**src/rtl/ha_pkg.sv**
```systemverilog
// Shared types and helpers for the token fork controller.
// Head-status states, default data width, pointer-width helper.
package ha_pkg;

  typedef enum logic [1:0] {
    EMPTY   = 2'd0,
    ISSUE   = 2'd1,
    PARTIAL = 2'd2
  } fork_state_e;

  localparam int DefDataBw = 32;

  function automatic int ptrBw(input int depth);
    return (depth > 2) ? $clog2(depth) : 1;
  endfunction

endpackage

```
**src/rtl/ha_token_fifo.sv**
```systemverilog
// Token buffer: storage, wrapping pointers, occupancy.
// Head data is read straight from storage at the read pointer.
module ha_token_fifo
  import ha_pkg::*;
#(
  parameter int DATA_BW = DefDataBw,
  parameter int DEPTH   = 4,
  localparam int PW     = ptrBw(DEPTH),
  localparam int OW     = $clog2(DEPTH) + 1
) (
  input  logic               clk,
  input  logic               rst,
  input  logic               push,
  input  logic               pop,
  input  logic [DATA_BW-1:0] wrData,
  output logic [DATA_BW-1:0] headData,
  output logic [OW-1:0]      occupancy
);

  logic [DATA_BW-1:0] mem [DEPTH];
  logic [PW-1:0]      wrPtr;
  logic [PW-1:0]      rdPtr;
  logic [OW-1:0]      occ;

  // Storage write; contents are intentionally not reset.
  always_ff @(posedge clk) begin
    if (push) mem[wrPtr] <= wrData;
  end

  // Pointers and occupancy, cleared by synchronous reset.
  always_ff @(posedge clk) begin
    if (!rst) begin
      wrPtr <= '0;
      rdPtr <= '0;
      occ   <= '0;
    end else begin
      if (push) wrPtr <= wrPtr + PW'(1);
      if (pop)  rdPtr <= rdPtr + PW'(1);
      case ({push, pop})
        2'b10:   occ <= occ + OW'(1);
        2'b01:   occ <= occ - OW'(1);
        default: occ <= occ;
      endcase
    end
  end

  assign headData  = mem[rdPtr];
  assign occupancy = occ;

endmodule

```
**src/rtl/ha_token_fork_ctrl.sv**
```systemverilog
// Eager fork: head token offered to every consumer,
// retired once all of them have accepted it.
module ha_token_fork_ctrl
  import ha_pkg::*;
#(
  parameter int DATA_BW = DefDataBw,
  parameter int NUM_OUT = 2,
  parameter int DEPTH   = 4,
  parameter int CNT_BW  = 16,
  localparam int OW     = $clog2(DEPTH) + 1
) (
  input  logic                       clk,
  input  logic                       rst,
  input  logic [DATA_BW-1:0]         in_data,
  input  logic                       in_valid,
  output logic                       in_ready,
  output logic [NUM_OUT*DATA_BW-1:0] out_data,
  output logic [NUM_OUT-1:0]         out_valid,
  input  logic [NUM_OUT-1:0]         out_ready,
  output logic [OW-1:0]              occupancy,
  output logic [CNT_BW-1:0]          tok_count,
  output logic                       busy
);

  fork_state_e        state;
  fork_state_e        stateNext;
  logic [NUM_OUT-1:0] done;
  logic [NUM_OUT-1:0] doneNext;
  logic [NUM_OUT-1:0] valid;
  logic [NUM_OUT-1:0] fire;
  logic               push;
  logic               retire;
  logic [OW-1:0]      occ;
  logic [DATA_BW-1:0] head;
  logic [CNT_BW-1:0]  cnt;

  assign in_ready = occ < OW'(DEPTH);
  assign push     = in_valid && in_ready;
  assign valid    = (state != EMPTY) ? ~done : '0;
  assign fire     = valid & out_ready;
  assign retire   = (state != EMPTY) && (&(done | fire));

  ha_token_fifo #(
    .DATA_BW (DATA_BW),
    .DEPTH   (DEPTH)
  ) uFifo (
    .clk       (clk),
    .rst       (rst),
    .push      (push),
    .pop       (retire),
    .wrData    (in_data),
    .headData  (head),
    .occupancy (occ)
  );

  // Next head status and accumulated acceptance mask.
  always_comb begin
    stateNext = state;
    doneNext  = done | fire;
    if (retire) doneNext = '0;
    unique case (state)
      EMPTY: begin
        if (push) stateNext = ISSUE;
      end
      ISSUE, PARTIAL: begin
        if (retire)
          stateNext = (occ == OW'(1) && !push) ? EMPTY : ISSUE;
        else if (|doneNext)
          stateNext = PARTIAL;
      end
      default: stateNext = EMPTY;
    endcase
  end

  // State, done mask and retired-token counter.
  always_ff @(posedge clk) begin
    if (!rst) begin
      state <= EMPTY;
      done  <= '0;
      cnt   <= '0;
    end else begin
      state <= stateNext;
      done  <= doneNext;
      if (retire) cnt <= cnt + CNT_BW'(1);
    end
  end

  assign out_data  = {NUM_OUT{head}};
  assign out_valid = valid;
  assign occupancy = occ;
  assign tok_count = cnt;
  assign busy      = (occ != '0);

endmodule

```
**config.mk**
```make
export PLATFORM = sky130hd
export DESIGN_NAME = ha_token_fork_ctrl
export DESIGN_NICKNAME = d
export VERILOG_FILES = /design/src/rtl/ha_pkg.sv /design/src/rtl/ha_token_fifo.sv /design/src/rtl/ha_token_fork_ctrl.sv
export SDC_FILE = /design/constraint.sdc
export NUM_CORES = 1
export LEC_CHECK = 0
export ABC_AREA = 1
export BUFFER_PORTS_ARGS = -buffer_cell sky130_fd_sc_hd__buf_2
export CAP_MARGIN = 10
export CORE_ASPECT_RATIO = 1.2
export CORE_MARGIN = 3
export CORE_UTILIZATION = 35
export CTS_BUF_LIST = sky130_fd_sc_hd__clkbuf_16
export DETAILED_ROUTE_END_ITERATION = 8
export HOLD_SLACK_MARGIN = 0.12
export MAX_ROUTING_LAYER = met4
export PLACE_DENSITY = 0.64
export SYNTH_ARGS = -nofsm -noshare
export SYNTH_HDL_FRONTEND = slang
export SYNTH_SLANG_ARGS = --single-unit
```
**constraint.sdc**
```tcl
create_clock -name clk -period 5.6 [get_ports clk]
set_input_delay 1.12 -clock clk [delete_from_list [all_inputs] [get_ports clk]]
set_output_delay 1.12 -clock clk [all_outputs]
set_load 0.1 [all_outputs]
```
# == After elaboration in Yosys (flattened, before gate mapping) ==
# Memories as Yosys holds them, arrays and structs flattened. A register that Yosys moved wholly into a read port is not among the register bits.
# Index checks and enable logic that the tools add are counted.
# classes
n_mux,12
reduce_logical,12
order_cmp,1
bitwise,3
n_addsub,5
n_eq_ne,7
# op_table
cell,n
adder 16 x 1 -> 16 bit (second input constant),1
two-way mux 2 bit,7
one-hot mux 3 bit (2 select lines),1
adder 2 x 1 -> 2 bit (second input constant),2
equality test 2 x 1 -> 1 bit (second input constant),2
equality test 2 bit (second input constant),2
one-hot mux 2 bit (2 select lines),1
AND reduction 2 bit,2
nonzero test 2 bit,2
OR reduction 2 bit,2
adder 3 x 1 -> 3 bit (second input constant),1
equality test 3 x 1 -> 1 bit (second input constant),1
logical AND 1 bit,3
< comparator 3 bit (second input constant),1
two-way mux 1 bit,3
!= test 3 x 2 -> 1 bit (second input constant),1
nonzero test 3 bit,1
subtractor 3 x 1 -> 3 bit (second input constant),1
bitwise AND 2 bit,1
zero test 2 bit,1
!= test 2 bit (second input constant),1
inverter 2 bit,1
bitwise OR 2 bit,1
zero test 1 bit,1
# totals
ff_bits,27
output_inout_bits,87
mem_count,1
in_bits,37
ram_bits,128
wordCells,47
# mem_list
name,depth,word_bits,read_ports,rd_ports_with_merged_regs,wr,line,source
uFifo.mem,4,32,1,1,1,ha_token_fifo.sv:20,logic [DATA_BW-1:0] mem [DEPTH];

# == Logic depth before layout (Yosys ltp) ==
# Gate-level depths: netlist of run 1.
# depth
depth_word,11
ltp_mapped,14
mapped_depth_nobuf,13

# == Cells and area by module ==
# From an unflattened synthesis of run 1, not the netlist that was laid out.
# hier_totals
cells_unflattened,560
hier_area_um2,6578.8
# modules_own_cells
module,n_inst,seq_area_each_um2,cells_each,area_each_um2
ha_token_fifo,1,4023.9,364,5205.0
ha_token_fork_ctrl,1,400.4,196,1373.8

# == Least setup slack after synthesis of run 1 ==
# OpenSTA, ideal clock, no wires.
# synth_timing
kind,register to output
startpoint,register with a tool-made name
endpoint,output port out_data[35]
t_arrival_ns,2.907
stages_incl_launch_ff,7
setup_slack_ns,1.573
cell_sequence,dfxtp_1 -> buf_2 -> inv_2 -> clkbuf_1 -> o21ai_0 -> o22ai_1 -> buf_4
# synth_lines
item,line,source
to (decl),ha_token_fork_ctrl.sv:17,"output logic [NUM_OUT*DATA_BW-1:0] out_data,"

==> flow_summary_export.csv, run 1 <==
group,metric,value,unit
clocking,cts.repair_timing.setup_buffer_count,0,
worst_setup_path,critPathArrivalTime,2.94,ns
cells_and_area,areaGrowthSynthToFinish,18.14,%
cells_and_area,mostFrequentLayoutCells,"128 x edfxtp_1, 123 x buf_2, 90 x nor2_1, 75 x o21ai_0, 43 x nand2_1",
floorplan,start_util,0.3580,
power,cellPowerDensity,512.4,nW/um2
clocking,cts_tree,"built",
global_route,grt_pass1_vias,4112,
clocking,clk_pin_slew,0.06,ns
floorplan,die_width,130.7,um
cells_and_area,n_fill_cell,1746,
cells_and_area,layout.nets,701,
yosys,synthSimpleGateAreaFrac,0.1092,
place,placedInstanceArea,7151,um2
sta,rsz0062_at_grt,"false",
yosys,synth.mux.area_fraction,0,
place,place_congestion,0.7565,
cells_and_area,design_area,7716,um2
clocking,numClockSinks,157,
sta,final-max-slew-violation-count,0,
worst_setup_path,worst_setup_path_class,"flop to output pin",
global_route,antenna_found_initial,0,
yosys,synth-compound-area-share,0.1115,
run,max_cap_violations,0,
cells_and_area,layout_commonest_cell,"edfxtp_1",
yosys,mapped_cells,559,
detailed_routing,routed_wl,13440,um
yosys,synth_area_per_cell,11.68,um2
worst_setup_path,worstSetupEndpointType,"output pin",
detailed_routing,antenna_violating_nets_post_route,0,
hold_path,worst_hold_path_type,"flop to flop",
detailed_routing,post-route-drc-count,0,
yosys,synthDominantAreaCellType,"edfxtp_1",
clocking,holdBufCountCts,0,
sta,totalNegativeSetupSlack,0,ns
yosys,ys_ff_latch,157,
yosys,synthAdderAreaFrac,0.02299,
sta,fin_crit,4.055,ns
global_route,grt_start_max_net_pins,66,
yosys,synth_enable_flop_cells,128,
yosys,dominantRegCellSynth,"edfxtp_1",
floorplan,ioPinCount,124,
global_route,gr-usage-all-layers,0.1382,
sta,final_hold_viol_count,0,
yosys,synth_area,6531,um2
worst_setup_path,required,4.48,ns
floorplan,fp.dieArea,20340,um2
floorplan,num_rows,54,
global_route,gr-total-overflow,0,
place,post-place-ws,1.962,ns
power,leakage,2.915,nW
sta,final_critical_path_setup_slack,1.545,ns
power,ir_worst_vdd,0.3920,mV
yosys,syn_nets,608,
cells_and_area,drive_gt1_frac,0.2782,
sta,worst_slew_margin_rel,0.2563,
sta,final.setup_skew,0.01299,ns
global_route,grt_first_pass_wirelength,21020,um
yosys,combinational_family_with_the_most_area_after_synthesis,"compound AO/OA/AOI/OAI gates",
cells_and_area,final_core_util,0.4230,
yosys,synth-async-reset-ratio,0,
place,portBuffers,123,
floorplan,die_height,155.6,um
clocking,cts-root-to-sink-buffers,2,
worst_setup_path,critPathMaxFanout,65,
clocking,clockRootBuffer,"clkbuf_16",
detailed_routing,drt_first_pass_iters,4,
yosys,yosysWarningCount,0,
sta,worst-slew-pin-transition,1.114,ns
floorplan,core_area,18240,um2
detailed_routing,vias_post_dr,4336,
yosys,netlist-cell-type-count,30,
yosys,synth_largest_type_area_fraction,0.5885,
yosys,synthesized_area_fraction_occupied_by_xor_and_xnor_cells,0.006705,
clocking,cts_max_level,4,
clocking,insertion_delay_to_the_later_sink_of_the_worst_skew_pair,0.43,ns
sta,fin_crit_sh,0.7242,
sta,fmax,246.6,MHz
place,detailedPlacementHpwl,8193,um
worst_setup_path,setup.worst_path.start_class,"flop",
yosys,synth_sequential_area_ratio,0.6774,
detailed_routing,vias_per_cell,4.877,
detailed_routing,initialDrtViolationCount,182,
yosys,netlist_top_cells_area,"edfxtp_1 59%, dfxtp_1 8.9%, o21ai_0 5.7%",
sta,setup_violation_total_in_the_final_timing_report,0,
cells_and_area,insertedDiodeCount,0,
detailed_routing,drt-wirelength-per-cell,15.11,um
clocking,cts-buffers-inserted,17,
status,run_status,"complete, no violations",
clocking,cts-resized-gates,0,
==> layer usage <==
| metal | GRT usage | share of wire |
|---|---|---|
| met1 | 0.1638 | 0.44 |
| met4 | 0.05047 | 0.012 |
| met2 | 0.2267 | 0.50 |
| met3 | 0.03562 | 0.049 |
| met5 | - | 0 |
==> final timing paths <==
path,start,end,slack (ns),depth (start not counted)
worst max-delay path,flop,out_data[12],1.54,5
worst max register to register,state[0],uFifo.occupancy[2],3.51,12
worst min-delay path,uFifo.rdPtr[1],uFifo.rdPtr[1],0.48,2
worst min register to register,uFifo.rdPtr[1],uFifo.rdPtr[1],0.48,2
==> synth_stat cells, types with 4 or more instances <==
| cell type | count |
|---|---|
| o21ai_1 | 6 |
| dfxtp_1 | 29 |
| o22ai_1 | 32 |
| buf_4 | 32 |
| clkbuf_1 | 14 |
| buf_2 | 6 |
| edfxtp_1 | 128 |
| nand2_2 | 6 |
| ha_1 | 12 |
| nand2_1 | 43 |
| inv_2 | 4 |
| o21ai_0 | 75 |
| inv_1 | 28 |
| a21oi_1 | 18 |
| xor2_1 | 4 |
| nor2_1 | 94 |
| nand3_1 | 10 |
==> cell families (layout without fill, tap and decap cells) <==
logic type / count (synthesis) / after routing
simple gates: 164 / 164
flops: 157 / 157
compound gates: 134 / 134
buf+inv: 87 / 193
fa+ha+maj: 12 / 12
xor+xnor: 5 / 5
==> critical path, stage by stage (launching register included) <==
cell	delay [ns]
dfxtp_2	0.31
buf_4	0.32
inv_2	0.85
o21ai_0	0.18
o22ai_1	0.33
buf_2	0.50
==> where the power goes <==
part           internal (W)  switching, W
combinational      0.000198       0.00129
clock              0.000617      0.000465
sequential          0.00135     0.0000304
==> flip-flops by register name (all words and copies together), names as in the netlist, named ones only <==
register         flops
state                2
uFifo.wrPtr          2
uFifo.rdPtr          2
uFifo.mem          128
uFifo.occupancy      3
tok_count           16
done                 2
==> area by class of cell <==
cell class	count	area, um2	share of cell area
Sequential cell	157	4425	0.5735
Clock inverter	15	140.1	0.01816
Timing Repair Buffer	128	653.1	0.08464
Multi-Input combinational cell	315	1665	0.2158
Inverter	33	126.4	0.01638
Clock buffer	17	425.4	0.05513
Tap cell	224	280.3	0.03632
==> stage by stage <==
stage / instances / hold slack (ns) / total power (W)
after detailed placement: 857 / 0.4633 / 0.002906
after floorplan: 559 / 0.4356 / 0.002761
after global routing: 889 / 0.5127 / 0.004114
after global placement: 857 / 0.4541 / 0.002900
after CTS: 889 / 0.4744 / 0.003995
final: 889 / 0.4778 / 0.003954
Power figures use the tool's default switching activity.
==> run 2: changes to the inputs <==
--- a/config.mk
+++ b/config.mk
@@ -15,7 +15,7 @@
 export DETAILED_ROUTE_END_ITERATION = 8
 export HOLD_SLACK_MARGIN = 0.12
 export MAX_ROUTING_LAYER = met4
-export PLACE_DENSITY = 0.64
+export PLACE_DENSITY = 0.66
 export SYNTH_ARGS = -nofsm -noshare
 export SYNTH_HDL_FRONTEND = slang
 export SYNTH_SLANG_ARGS = --single-unit
==> constraint.sdc (replaced) <==
create_clock -name clk -period 3.35 [get_ports clk]
set_input_delay 0.67 -clock clk [delete_from_list [all_inputs] [get_ports clk]]
set_output_delay 0.67 -clock clk [all_outputs]
set_load 0.1 [all_outputs]
==> flow_summary_export.csv, run 2 (synthesized netlist as in run 1, its figures left out) <==
group,metric,value,unit
status,run_status,"complete, no violations",
worst_setup_path,setup.worst_path.start_class,"flop",
global_route,grt_pass1_vias,4261,
sta,totalNegativeSetupSlack,0,ns
detailed_routing,drt_first_pass_iters,4,
hold_path,worst_hold_path_type,"input port to flop",
clocking,holdBufCountCts,0,
sta,final.setup_skew,0.008456,ns
cells_and_area,layout.nets,705,
power,cellPowerDensity,850.7,nW/um2
place,placedInstanceArea,7406,um2
place,portBuffers,123,
clocking,numClockSinks,157,
clocking,cts_max_level,4,
clocking,clockRootBuffer,"clkbuf_16",
global_route,antenna_found_initial,1,
detailed_routing,vias_per_cell,4.856,
sta,rsz0062_at_grt,"false",
detailed_routing,drt-wirelength-per-cell,15.29,um
sta,fin_crit_sh,0.8572,
global_route,grt_start_max_net_pins,65,
worst_setup_path,worstReg2RegEnd,"uFifo.occupancy[2]",
hold_path,min_from,"in_data[21]",
worst_setup_path,critPathArrivalTime,2.20,ns
floorplan,core_area,18240,um2
worst_setup_path,worst_setup_path_class,"flop to output pin",
cells_and_area,n_fill_cell,1696,
worst_setup_path,critPathMaxFanout,64,
floorplan,die_height,155.6,um
detailed_routing,post-route-drc-count,0,
detailed_routing,vias_post_dr,4341,
clocking,clk_pin_slew,0.06,ns
sta,setup_violation_total_in_the_final_timing_report,0,
cells_and_area,largest_register_ff_count,128,
cells_and_area,mostFrequentLayoutCells,"128 x edfxtp_1, 123 x buf_2, 90 x nor2_1, 75 x o21ai_0, 43 x nand2_1",
cells_and_area,final_core_util,0.4394,
hold_path,holdPathStages,1,
sta,worst-slew-pin-transition,0.6191,ns
power,leakage,3.036,nW
run,max_cap_violations,0,
cells_and_area,areaGrowthSynthToFinish,22.74,%
floorplan,ioPinCount,124,
place,detailedPlacementHpwl,8634,um
cells_and_area,layout_commonest_cell,"edfxtp_1",
floorplan,fp.dieArea,20340,um2
global_route,grt_first_pass_wirelength,21560,um
floorplan,num_rows,54,
sta,final-max-slew-violation-count,0,
global_route,gr-total-overflow,0,
clocking,cts.repair_timing.setup_buffer_count,0,
power,ir_worst_vdd,0.8025,mV
sta,fin_crit,2.872,ns
detailed_routing,initialDrtViolationCount,192,
hold_path,destination_of_the_worst_hold_path,"uFifo.mem[2][21]",
clocking,cts-resized-gates,0,
clocking,cts-buffers-inserted,17,
sta,finalHoldWorstSlack,0.4671,ns
cells_and_area,drive_gt1_frac,0.3263,
worst_setup_path,r2r_cells,12,
clocking,insertion_delay_to_the_later_sink_of_the_worst_skew_pair,0.41,ns
clocking,cts-root-to-sink-buffers,2,
detailed_routing,antenna_violating_nets_post_route,0,
worst_setup_path,required,2.68,ns
place,place_congestion,0.7539,
sta,worst_slew_margin_rel,0.5873,
floorplan,start_util,0.3580,
detailed_routing,routed_wl,13670,um
sta,fmax,348.2,MHz
worst_setup_path,r2r_setup_slack,1.25,ns
floorplan,die_width,130.7,um
cells_and_area,regMostFlops,"uFifo.mem",
cells_and_area,design_area,8016,um2
clocking,cts_tree,"built",
sta,final_hold_viol_count,0,
worst_setup_path,worst_r2r_startpoint,"state[0]",
power,totalPowerFinal,0.006819,W
global_route,gr-usage-all-layers,0.1427,
worst_setup_path,worstSetupEndpointType,"output pin",
[run 2: cell count changes in the layout (fill, tap and decap cells not counted), moves of 3 or more]
cell and delta:
o22ai_1 -32, inv_1 +3, o22ai_2 +32, inv_6 -4, bufinv_16 +3
[run 2: layout make-up]
type                    count  area (um2)  area share
flip-flops and latches    157        4425      0.5521
multi-input cells         315        1866      0.2327
repair buffers            132       708.2     0.08834
clock buffers              17       425.4     0.05307
well taps                 224       280.3     0.03496
clock inverters            14       180.2     0.02248
inverters                  33       126.4     0.01576
diodes                      2       5.005   0.0006243
[run 2: where the power goes]
part           total, W  switching [W]  internal [W]  leakage (nW)
combinational   0.00256        0.00218      0.000377          1.33
clock           0.00195       0.000719       0.00123         0.296
sequential      0.00231      0.0000496       0.00226          1.41
[run 2: worst max path at each step]
stage | startpoint | end | slack, ns | cells after the start
floorplan | uFifo.occupancy[2] | uFifo.mem[0][0] | -0.22 | 3
global placement | flop | out_data[11] | 0.91 | 4
detailed placement | flop | out_data[11] | 0.89 | 4
CTS | flop | out_data[11] | 0.44 | 4
global route | flop | out_data[28] | 0.30 | 4
finish | flop | out_data[28] | 0.48 | 4
[run 2: layer usage]
layer | vias up | GRT usage | wire length, um
met4 | 0 | 0.05585 | 231
met1 | 2061 | 0.1671 | 5833
met2 | 130 | 0.2347 | 6921
li1 | 2129 | - | -
met3 | 21 | 0.03630 | 686
met5 | - | - | 0
[run 2: worst max-delay path: stages, from the launching register on]
cell and delay, ns:
dfxtp_2 0.33, buf_4 0.51, o21ai_0 0.25, o22ai_2 0.23, buf_2 0.46
[run 2: metrics by stage]
stage | worst slack (ns) | cells
after CTS | 0.4422 | 892
after global placement | 0.9118 | 861
after detailed placement | 0.8918 | 861
final | 0.4782 | 894
after floorplan | -0.2174 | 559
after global routing | 0.2994 | 893
==> run 3: changes to the inputs <==
--- a/config.mk
+++ b/config.mk
@@ -5,7 +5,6 @@
 export SDC_FILE = /design/constraint.sdc
 export NUM_CORES = 1
 export LEC_CHECK = 0
-export ABC_AREA = 1
 export BUFFER_PORTS_ARGS = -buffer_cell sky130_fd_sc_hd__buf_2
 export CAP_MARGIN = 10
 export CORE_ASPECT_RATIO = 1.2
==> flow_summary_export.csv, run 3 <==
group,metric,value,unit
status,run_status,"complete, no violations",
clocking,cts-resized-gates,0,
cells_and_area,area.sequential,4427,um2
detailed_routing,routed_wl,11870,um
worst_setup_path,worstSetupEndpointType,"output pin",
worst_setup_path,r2r_setup_slack,1.06,ns
place,detailedPlacementHpwl,7548,um
power,ir_worst_vdd,0.6883,mV
worst_setup_path,critPathArrivalTime,2.13,ns
yosys,netlist-cell-type-count,41,
yosys,synth_sequential_area_ratio,0.7030,
worst_setup_path,required,2.68,ns
power,cellPowerDensity,935.9,nW/um2
clocking,clk_pin_slew,0.06,ns
sta,final-max-slew-violation-count,0,
hold_path,destination_of_the_worst_hold_path,"uFifo.mem[0][17]",
cells_and_area,final_core_util,0.4281,
sta,setup_violation_total_in_the_final_timing_report,0,
cells_and_area,drive_gt1_frac,0.4082,
worst_setup_path,worst_setup_path_class,"flop to output pin",
global_route,grt_first_pass_wirelength,18740,um
sta,fin_crit,2.802,ns
floorplan,die_height,152.9,um
sta,worst_slew_margin_rel,0.4957,
cells_and_area,areaGrowthSynthToFinish,19.52,%
hold_path,min_from,"in_data[17]",
sta,fin_crit_sh,0.8363,
worst_setup_path,setup.worst_path.start_class,"flop",
yosys,synth-async-reset-ratio,0,
worst_setup_path,worstReg2RegEnd,"tok_count[15]",
yosys,ys_ff_latch,157,
global_route,grt_pass1_vias,3498,
yosys,synth_area_per_cell,17.15,um2
detailed_routing,vias_post_dr,3405,
detailed_routing,antenna_violating_nets_post_route,0,
cells_and_area,mostFrequentLayoutCells,"128 x edfxtp_1, 123 x buf_2, 32 x mux4_2, 27 x dfxtp_1, 20 x inv_1",
worst_setup_path,crit_path_cell_trace,"buf_4, mux4_2, buf_2",
clocking,cts_tree,"built",
detailed_routing,drt_first_pass_iters,4,
hold_path,worst_hold_path_type,"input port to flop",
floorplan,ioPinCount,124,
yosys,synthDominantAreaCellType,"edfxtp_1",
floorplan,core_area,17570,um2
yosys,synth_largest_type_area_fraction,0.6107,
sta,final_hold_viol_count,0,
yosys,netlist_top_cells_area,"edfxtp_1 61%, mux4_2 11%, dfxtp_1 9.2%",
global_route,top_usage_layer,"met2",
yosys,syn_nets,416,
cells_and_area,n_fill_cell,1546,
yosys,synth_area,6294,um2
yosys,dominantRegCellSynth,"edfxtp_1",
global_route,grt_start_max_net_pins,33,
yosys,mapped_cells,367,
yosys,synth_enable_flop_cells,128,
clocking,insertion_delay_to_the_later_sink_of_the_worst_skew_pair,0.42,ns
hold_path,holdPathStages,1,
yosys,yosysWarningCount,0,
place,portBuffers,123,
sta,totalNegativeSetupSlack,0,ns
clocking,numClockSinks,157,
cells_and_area,regMostFlops,"uFifo.mem",
floorplan,start_util,0.3581,
floorplan,die_width,128.4,um
cells_and_area,design_area,7522,um2
detailed_routing,drt-wirelength-per-cell,16.81,um
global_route,gr-usage-met2,0.2069,
power,leakage,2.742,nW
global_route,antenna_found_initial,1,
cells_and_area,layout_commonest_cell,"edfxtp_1",
sta,finalHoldWorstSlack,0.4571,ns
floorplan,num_rows,53,
clocking,cts-root-to-sink-buffers,2,
clocking,cts.repair_timing.setup_buffer_count,0,
clocking,cts-buffers-inserted,17,
yosys,synth.top_cells.by_count,"128 x edfxtp_1, 32 x buf_4, 32 x mux4_2, 29 x dfxtp_1",
worst_setup_path,critPathMaxFanout,25,
clocking,clockRootBuffer,"clkbuf_16",
global_route,gr-usage-all-layers,0.1291,
place,placedInstanceArea,6959,um2
detailed_routing,vias_per_cell,4.823,
detailed_routing,post-route-drc-count,0,
run,max_cap_violations,0,
cells_and_area,multiInputGateArea,1520,um2
global_route,met3_usage,0.03880,
cells_and_area,layout.nets,521,
detailed_routing,initialDrtViolationCount,195,
floorplan,fp.dieArea,19630,um2
clocking,cts_max_level,4,
worst_setup_path,cp_slowest_cell,"dfxtp_2",
sta,worst-slew-pin-transition,0.7564,ns
yosys,synthMostInstantiatedCell,"edfxtp_1",
clocking,holdBufCountCts,0,
global_route,gr-total-overflow,0,
power,totalPowerFinal,0.007040,W
global_route,groute.layer.met1.usage,0.1514,
sta,rsz0062_at_grt,"false",
cells_and_area,largest_register_ff_count,128,
worst_setup_path,worst_r2r_startpoint,"state[0]",
sta,fmax,356.9,MHz
sta,final.setup_skew,0.008267,ns
worst_setup_path,cp_slowest_stage_delay,0.81,ns
worst_setup_path,r2r_cells,6,
place,place_congestion,0.8050,
-- run 3: cell types whose count changed after synthesis, sizes merged, moves of 3 or more --
cell / delta
inv: -19
mux4: +32
clkbuf: -9
o21ai: -71
xnor2: +5
nand3: -4
nand2: -44
nand4: +3
a21oi: -4
o22ai: -32
and2: +4
nor2: -82
or3: +9
-- run 3: through the flow --
step | setup slack, ns | std cells
2_1_floorplan | 0.09598 | 367
3_3_place_gp | 0.9453 | 673
3_5_place_dp | 0.9501 | 673
4_1_cts | 0.4782 | 705
5_1_grt | 0.4294 | 706
6_report | 0.5485 | 706
-- run 3: worst max-delay path by stage --
stage | from | to | slack [ns] | cells past startpoint
after CTS | flop | out_data[44] | 0.48 | 3
after global placement | flop | out_data[48] | 0.95 | 3
after floorplan | uFifo.occupancy[2] | busy | 0.1 | 2
after detailed placement | flop | out_data[44] | 0.95 | 3
after global routing | flop | out_data[20] | 0.43 | 3
final | flop | out_data[35] | 0.55 | 3
-- run 3: cells by family after synthesis --
kind of cell    after synthesis  share of synthesized area
compound gates               35                    0.03479
xor+xnor                     11                    0.01531
fa+ha+maj                    12                    0.02386
buf+inv                      59                    0.05626
flops                       157                     0.7030
mux                          34                     0.1177
simple gates                 59                    0.04911
-- run 3: final cells by class --
cell class | instances | area share
Inverter | 15 | 0.007485
Clock inverter | 13 | 0.01131
Timing Repair Buffer | 130 | 0.09049
Tap cell | 220 | 0.03659
Clock buffer | 19 | 0.06321
Sequential cell | 157 | 0.5885
Antenna cell | 1 | 0.0003327
Multi-Input combinational cell | 151 | 0.2021
-- run 3: power breakdown --
group	switching [W]	leakage [nW]	total (W)	internal (W)
Clock	0.000713	0.306	0.00180	0.00109
Sequential	0.0000805	1.41	0.00237	0.00229
Combinational	0.00236	1.02	0.00287	0.000507
-- run 3: routing by layer --
layer  vias up  part of all wire
met4         0             0.019
li1       1585                 -
met5         -                 0
met2       113              0.50
met3        16             0.065
met1      1691              0.41
-- run 3: worst max-delay path: cells and delay by family, from the launching register on --
kind     cells  cell delay [ns]
flops        1             0.81
buf+inv      2             0.69
mux          1             0.20
